### src/rtl/mm_arbiter.sv
// rtl/mm_arbiter.sv - two-master round-robin arbiter for the 8-bit addr / 16-bit data mm bus
// Grant held for one full transfer; a per-transfer watchdog aborts a slave that never responds.
module mm_arbiter #(
  parameter int                ADDR_W   = 8,
  parameter int                DATA_W   = 16,
  parameter int                TIMEOUT  = 255,
  parameter logic [DATA_W-1:0] ERR_DATA = 16'hDEAD
) (
  input  logic              clk,
  input  logic              rst_n,
  input  logic [ADDR_W-1:0] m0_address,
  input  logic              m0_read,
  input  logic              m0_write,
  input  logic [DATA_W-1:0] m0_writedata,
  output logic [DATA_W-1:0] m0_readdata,
  output logic              m0_waitrequest,
  input  logic [ADDR_W-1:0] m1_address,
  input  logic              m1_read,
  input  logic              m1_write,
  input  logic [DATA_W-1:0] m1_writedata,
  output logic [DATA_W-1:0] m1_readdata,
  output logic              m1_waitrequest,
  output logic [ADDR_W-1:0] s_address,
  output logic              s_read,
  output logic              s_write,
  output logic [DATA_W-1:0] s_writedata,
  input  logic [DATA_W-1:0] s_readdata,
  input  logic              s_waitrequest,
  output logic              timeout
);

  typedef enum logic [2:0] {IDLE, GNT0, GNT1, ABORT0, ABORT1} state_t;

  localparam logic [15:0] WDOG_LAST = 16'(TIMEOUT - 1);

  state_t      state_q, state_d;
  logic        last_q, last_d;
  logic [15:0] wdog_q, wdog_d;
  logic        timeout_q, timeout_d;

  logic              req0, req1, sel, other_req, g_wait;
  state_t            other_gnt;
  logic [DATA_W-1:0] g_rdata;

  assign req0    = m0_read | m0_write;
  assign req1    = m1_read | m1_write;
  // sel names the master owning the bus in GNT/ABORT states
  assign sel     = (state_q == GNT1) || (state_q == ABORT1);
  assign timeout = timeout_q;

  always_ff @(posedge clk) begin
    if (!rst_n) begin
      state_q   <= IDLE;
      last_q    <= 1'b1;
      wdog_q    <= '0;
      timeout_q <= 1'b0;
    end else begin
      state_q   <= state_d;
      last_q    <= last_d;
      wdog_q    <= wdog_d;
      timeout_q <= timeout_d;
    end
  end

  always_comb begin
    state_d        = state_q;
    last_d         = last_q;
    wdog_d         = wdog_q;
    timeout_d      = timeout_q;
    s_address      = '0;
    s_read         = 1'b0;
    s_write        = 1'b0;
    s_writedata    = '0;
    m0_waitrequest = 1'b1;
    m1_waitrequest = 1'b1;
    m0_readdata    = '0;
    m1_readdata    = '0;
    g_wait         = 1'b1;
    g_rdata        = '0;
    other_req      = sel ? req0 : req1;
    other_gnt      = sel ? GNT0 : GNT1;

    case (state_q)
      IDLE: begin
        if (req0 && (!req1 || last_q)) state_d = GNT0;
        else if (req1)                 state_d = GNT1;
      end
      GNT0, GNT1: begin
        s_address   = sel ? m1_address : m0_address;
        s_write     = sel ? m1_write : m0_write;
        s_read      = sel ? (m1_read & ~m1_write) : (m0_read & ~m0_write);
        s_writedata = sel ? m1_writedata : m0_writedata;
        g_wait      = s_waitrequest;
        g_rdata     = s_readdata;
        // completion beats the watchdog when both land on the same cycle
        if (!s_waitrequest) begin
          last_d  = sel;
          wdog_d  = '0;
          state_d = other_req ? other_gnt : IDLE;
        end else if (wdog_q == WDOG_LAST) begin
          state_d = sel ? ABORT1 : ABORT0;
        end else begin
          wdog_d = wdog_q + 16'd1;
        end
      end
      ABORT0, ABORT1: begin
        g_wait    = 1'b0;
        g_rdata   = ERR_DATA;
        timeout_d = 1'b1;
        last_d    = sel;
        wdog_d    = '0;
        state_d   = other_req ? other_gnt : IDLE;
      end
      default: state_d = IDLE;
    endcase

    if (sel) begin
      m1_waitrequest = g_wait;
      m1_readdata    = g_rdata;
    end else begin
      m0_waitrequest = g_wait;
      m0_readdata    = g_rdata;
    end

    if (!rst_n) begin
      s_address      = '0;
      s_read         = 1'b0;
      s_write        = 1'b0;
      s_writedata    = '0;
      m0_waitrequest = 1'b1;
      m1_waitrequest = 1'b1;
      m0_readdata    = '0;
      m1_readdata    = '0;
    end
  end

endmodule

### config.mk
export PLATFORM = sky130hd
export DESIGN_NAME = mm_arbiter
export DESIGN_NICKNAME = d
export VERILOG_FILES = /design/src/rtl/mm_arbiter.sv
export SDC_FILE = /design/constraint.sdc
export NUM_CORES = 1
export LEC_CHECK = 0
export ABC_AREA = 1
export CORE_MARGIN = 2
export CORE_UTILIZATION = 61
export CTS_CLUSTER_DIAMETER = 40
export DETAILED_ROUTE_END_ITERATION = 6
export DONT_BUFFER_PORTS = 1
export PLACE_DENSITY = 0.77
export SETUP_SLACK_MARGIN = 0.15
export SLEW_MARGIN = 10
export SYNTH_ARGS = -nofsm -noshare
export SYNTH_HDL_FRONTEND = slang
export SYNTH_SLANG_ARGS = --single-unit
### constraint.sdc
create_clock -name clk -period 2.8 [get_ports clk]
set_clock_uncertainty 0.05 [all_clocks]
set_input_delay 0.56 -clock clk [delete_from_list [all_inputs] [get_ports clk]]
set_output_delay 0.56 -clock clk [all_outputs]
set_load 0.01 [all_outputs]
# Word level (Yosys, flattened, before mapping)
# Index checks and enable logic that the tools add are counted.
# totals
reg_bits	21
inputBits	71
word_cells	67
# classes
addsub	1
eq_ne	9
mux	36
bitwise_logic	6
n_reduce_logical	11
# op_table
operator	count
16-bit two-way mux	9
16-bit one-hot mux with 2 select lines	2
8-bit two-way mux	3
16-bit by 1-bit adder with 16-bit output (second input constant)	1
16-bit by 8-bit equality test with 1-bit output (second input constant)	1
3-bit two-way mux	5
1-bit two-way mux	12
3-bit inequality test (second input constant)	3
3-bit one-hot mux with 3 select lines	1
3-bit by 2-bit equality test with 1-bit output (second input constant)	2
2-bit AND reduction	3
2-bit two-way mux	2
1-bit one-hot mux with 2 select lines	2
2-bit OR reduction	2
3-bit by 1-bit equality test with 1-bit output (second input constant)	1
3-bit equality test (second input constant)	1
3-bit logical NOT	1
1-bit bitwise AND	2
1-bit logical OR	2
2-bit inequality test (second input constant)	1
1-bit inverter	2
1-bit bitwise OR	2
2-bit nonzero test	1
1-bit logical AND	1
1-bit logical NOT	1

# Depth between registers and ports, before layout
# Gate-level depths: netlist of the first run.
# depth
ltp_word	6
mapped_depth	12
mapped_depth_nobuf	11

# Worst setup path before layout of the first run
# Ideal clock, no wire load.
# synth_path
path_kind	in2out
from	input rst_n
to	output m0_readdata[10]
arrival_ns	1.367
t_required_ns	2.190
setup_slack_ns	0.823
cell_stages	6
path_buffers	2
path_cell_list	inv_1 -> buf_2 -> nor2_1 -> inv_1 -> buf_2 -> nor2_1
# synth_via
elab_chain_len	1
# synth_lines
item	line_no	source
start, declared	10	input logic rst_n,
16-bit two-way mux	125	if (!rst_n) begin
end, declared	15	output logic [DATA_W-1:0] m0_readdata,
# Every way passes these cells.

# Worst setup path in the final report of the first run
# layout_path
from	register state_q[1]
to	output s_read
# layout_via
elab_chain_len	5
# layout_lines
item	line_no	source
start, declared	36	state_t state_q, state_d;
start signal, assigned	58	state_q <= state_d;
3-bit by 2-bit equality test with 1-bit output or 3-bit equality test (tied branches)	48, 83	
1-bit logical OR	48	assign sel = (state_q == GNT1) || (state_q == ABORT1);
1-bit two-way mux	91	s_read = sel ? (m1_read & ~m1_write) : (m0_read & ~m0_write);
1-bit two-way mux *	83	case (state_q)
1-bit two-way mux *	125	
end, declared	24	output logic s_read,
# Mark *: on every way between the ends. The rest lies on a longest branch, timed or not.

==> results.ini, run 1 <==
[critical_path]
critPathBufInv=3
cpMaxStageDelayCell=dfxtp_1
max_stage_delay_ps=380
path_depth=8
worstReg2RegStart=state_q[1]$_SDFFE_PN0P_
cp_top_family=simple AND/OR/NAND/NOR gates
arrival_ps=1840
start_kind=register
cp_max_fo=25
critPathCaptureType=output port
required_ps=2190
path_class=register to output port
crit_chain=inv_1, nand2_4, nand2_1, nand2_2, buf_6, a21oi_1, nor4_2, buf_4
rr_worst_depth=10
startpoint=state_q[1]$_SDFFE_PN0P_

[yosys]
synth_common_cells=nor2_1, nand2_1, inv_1, o21ai_0, nand3_1
synthCells=361
yosysTopAreaCell=nor2_1
yosysSeqAreaShare=0.2084
syn_area_um2=2017
synth.most_common_cell=nor2_1
synth_area_leaders=nor2_1, dfxtp_1, nand2_1, o21ai_0, nand3_1
synth_seq_cells=21
synth_fa_ha_area_frac=0.01241
synth_mux_area_frac=0
yosysTopAreaCellShare=0.2103
synth_xor_area_frac=0
synth_top_family_by_area=simple AND/OR/NAND/NOR gates
syn_area_per_cell_um2=5.587
ys_warn_count=0
async_reset_ff_frac=0
synth_edf_count=0
synth_compound_area_frac=0.1718
mappedNetlistNets=434
synthFlopType=dfxtp_1
synth-simple-area-share=0.4944
synth_cell_types=32

[sta]
finalCritPeriodShare=0.8741
hold_violations=0
clock.fmax_mhz=408.6
setup_violations=0
tns_ps=0
worstMarginPinSlew_ps=500.0
relSlewSlack=0.6663
fin_ws_ps=352.6
period_minus_slack_ps=2447
slew_violations=0
grt_setup_unrepaired=no

[detailed_routing]
routed_via_density=5.574
routed_wl_um=5290
highest_layer=met4
wire_per_inst_um=13.26
dr.pass1.iters=5
wl_met1_um=2264
vias=2224
drt_iter0_markers=203
met2_wirelength_um=2651
ant_nets=0
wl_met3_um=291
drc=0

[clock_network]
clk_latency_ps=310
clk_path_buf_depth=2
clock-sinks=21
cts-root-buf=clkbuf_4
cts_buffers=3
clkTransAtPathRegs_ps=120
ctsHoldBuffers=0
h-tree-depth=1
tritoncts=yes
cts_setup_buffers=0

[global_routing]
grt_max_degree=30
grt_usage=0.2718
grt_first_pass_wirelength_um=7797
grt_pass1_vias=1742
grt_overflow=0
antenna_found_initial=0

[cells_and_area]
syn_to_final_growth_pct=2.481
finish.instance_area_um2=2067
diodes=0
nets=429
drive_gt1_frac=0.09577
fin_util=0.6661

[placement]
dp_slack_ps=632.6
gp_congestion=0.8975
dp_hpwl_um=4125
postPlaceCellArea_um2=2017
place.port_buffers=0

[power_and_ir_drop]
peakVddDrop_mv=0.4247
power_density_nw_per_um2=781.2
p_leak_uw=0.0008970

[die]
die_x_um=61.50
die_h_um=61.50
core_area_um2=3103
start_util=0.6500
die_area_um2=3782
pin_count=132
rows=20

[job]
drv_cap=0

[worst_hold_path]
min_from=rst_n
whs_path_depth=2
holdCritPathClass=input port to register

[status]
status=finished clean

-- cell families (layout without fill, tap and decap cells) --
kind of cell | Yosys count | in the layout
DFF | 21 | 21
AOI/OAI and AO/OA | 64 | 64
buffers and inverters | 51 | 45
and+or+nand+nor | 223 | 223
adders and majority gates | 2 | 2
-- layout by cell type (no fill, tap or decap) --
master and count:
a21o_1 1, nand3_1 25, buf_4 3, clkbuf_1 1, or2_2 2, nand3b_2 1
nand3_2 1, nor4_1 2, clkinvlp_4 1, nand2_4 6, o211ai_1 3, inv_2 5
a21oi_1 24, inv_1 30, dfxtp_1 21, nand4_1 4, nor2_1 113, o21a_1 1
nand2_2 5, a31oi_1 1, a21oi_2 1, a21boi_0 1, ha_1 2, o21ai_2 1
o31ai_1 1, nand2_1 57, buf_6 1, o21ai_1 1, nor4_2 1, clkbuf_4 3
nor3_1 4, buf_8 1, nor2_8 2, o21ai_0 29
-- where the power goes --
part           total (µW)  internal, µW  switching (µW)
Combinational        1100           298             806
Sequential            360           332            28.2
Clock                 152          55.7            95.8
-- routing by layer --
layer / track usage / vias to the layer above
met1: 0.3625 / 991
met5: 0 / -
li1: - / 1145
met4: 0.09422 / 0
met3: 0.04202 / 9
met2: 0.4451 / 79
-- flip-flops by register name, summed over array words and instances (netlist names) --
name,cells
last_q,1
timeout,1
state_q,3
wdog_q,16
-- area by class of cell --
cell class	count	area, µm²
Multi-Input combinational cell	289	1378
Fill cell	327	1036
Sequential cell	21	420.4
Inverter	36	138.9
Tap cell	44	55.05
Timing Repair Buffer	5	48.80
Clock buffer	4	26.28
-- per-stage QoR --
stage                     std cells  hold WS [ps]  total power [µW]
after global placement          395         407.2              1435
after CTS                       399         297.8              1588
after floorplan                 361         385.1              1336
after detailed placement        395         420.9              1441
after global routing            399         284.4              1758
final                           399         302.4              1615
-- worst paths after layout --
| path | end | slack [ps] |
|---|---|---|
| setup / recovery | s_read | 350 |
| hold / removal | wdog_q[14]$_SDFFE_PN0P_ | 300 |
| setup reg to reg | last_q$_SDFFE_PN1P_ | 1060 |
| hold reg to reg | last_q$_SDFFE_PN1P_ | 460 |
-- repair_timing --
| item | CTS | global route |
|---|---|---|
| hold endpoints to repair | 0 | 0 |
| gates resized for setup | 0 | 6 |
| setup endpoints to repair | 0 | 11 |
Note: power is estimated with default switching activity, not from simulation.
==> run 2: changes to the inputs <==
SKIP_LAST_GASP = 1   (was unset)
==> results of run 2 <==
The final DEF is identical to that of run 1; final timing and power are the same.
==> run 3: changes to the inputs <==
CTS_CLUSTER_DIAMETER = unset   (was 40)
==> results of run 3 <==
The final DEF is identical to that of run 1; final timing and power are the same.
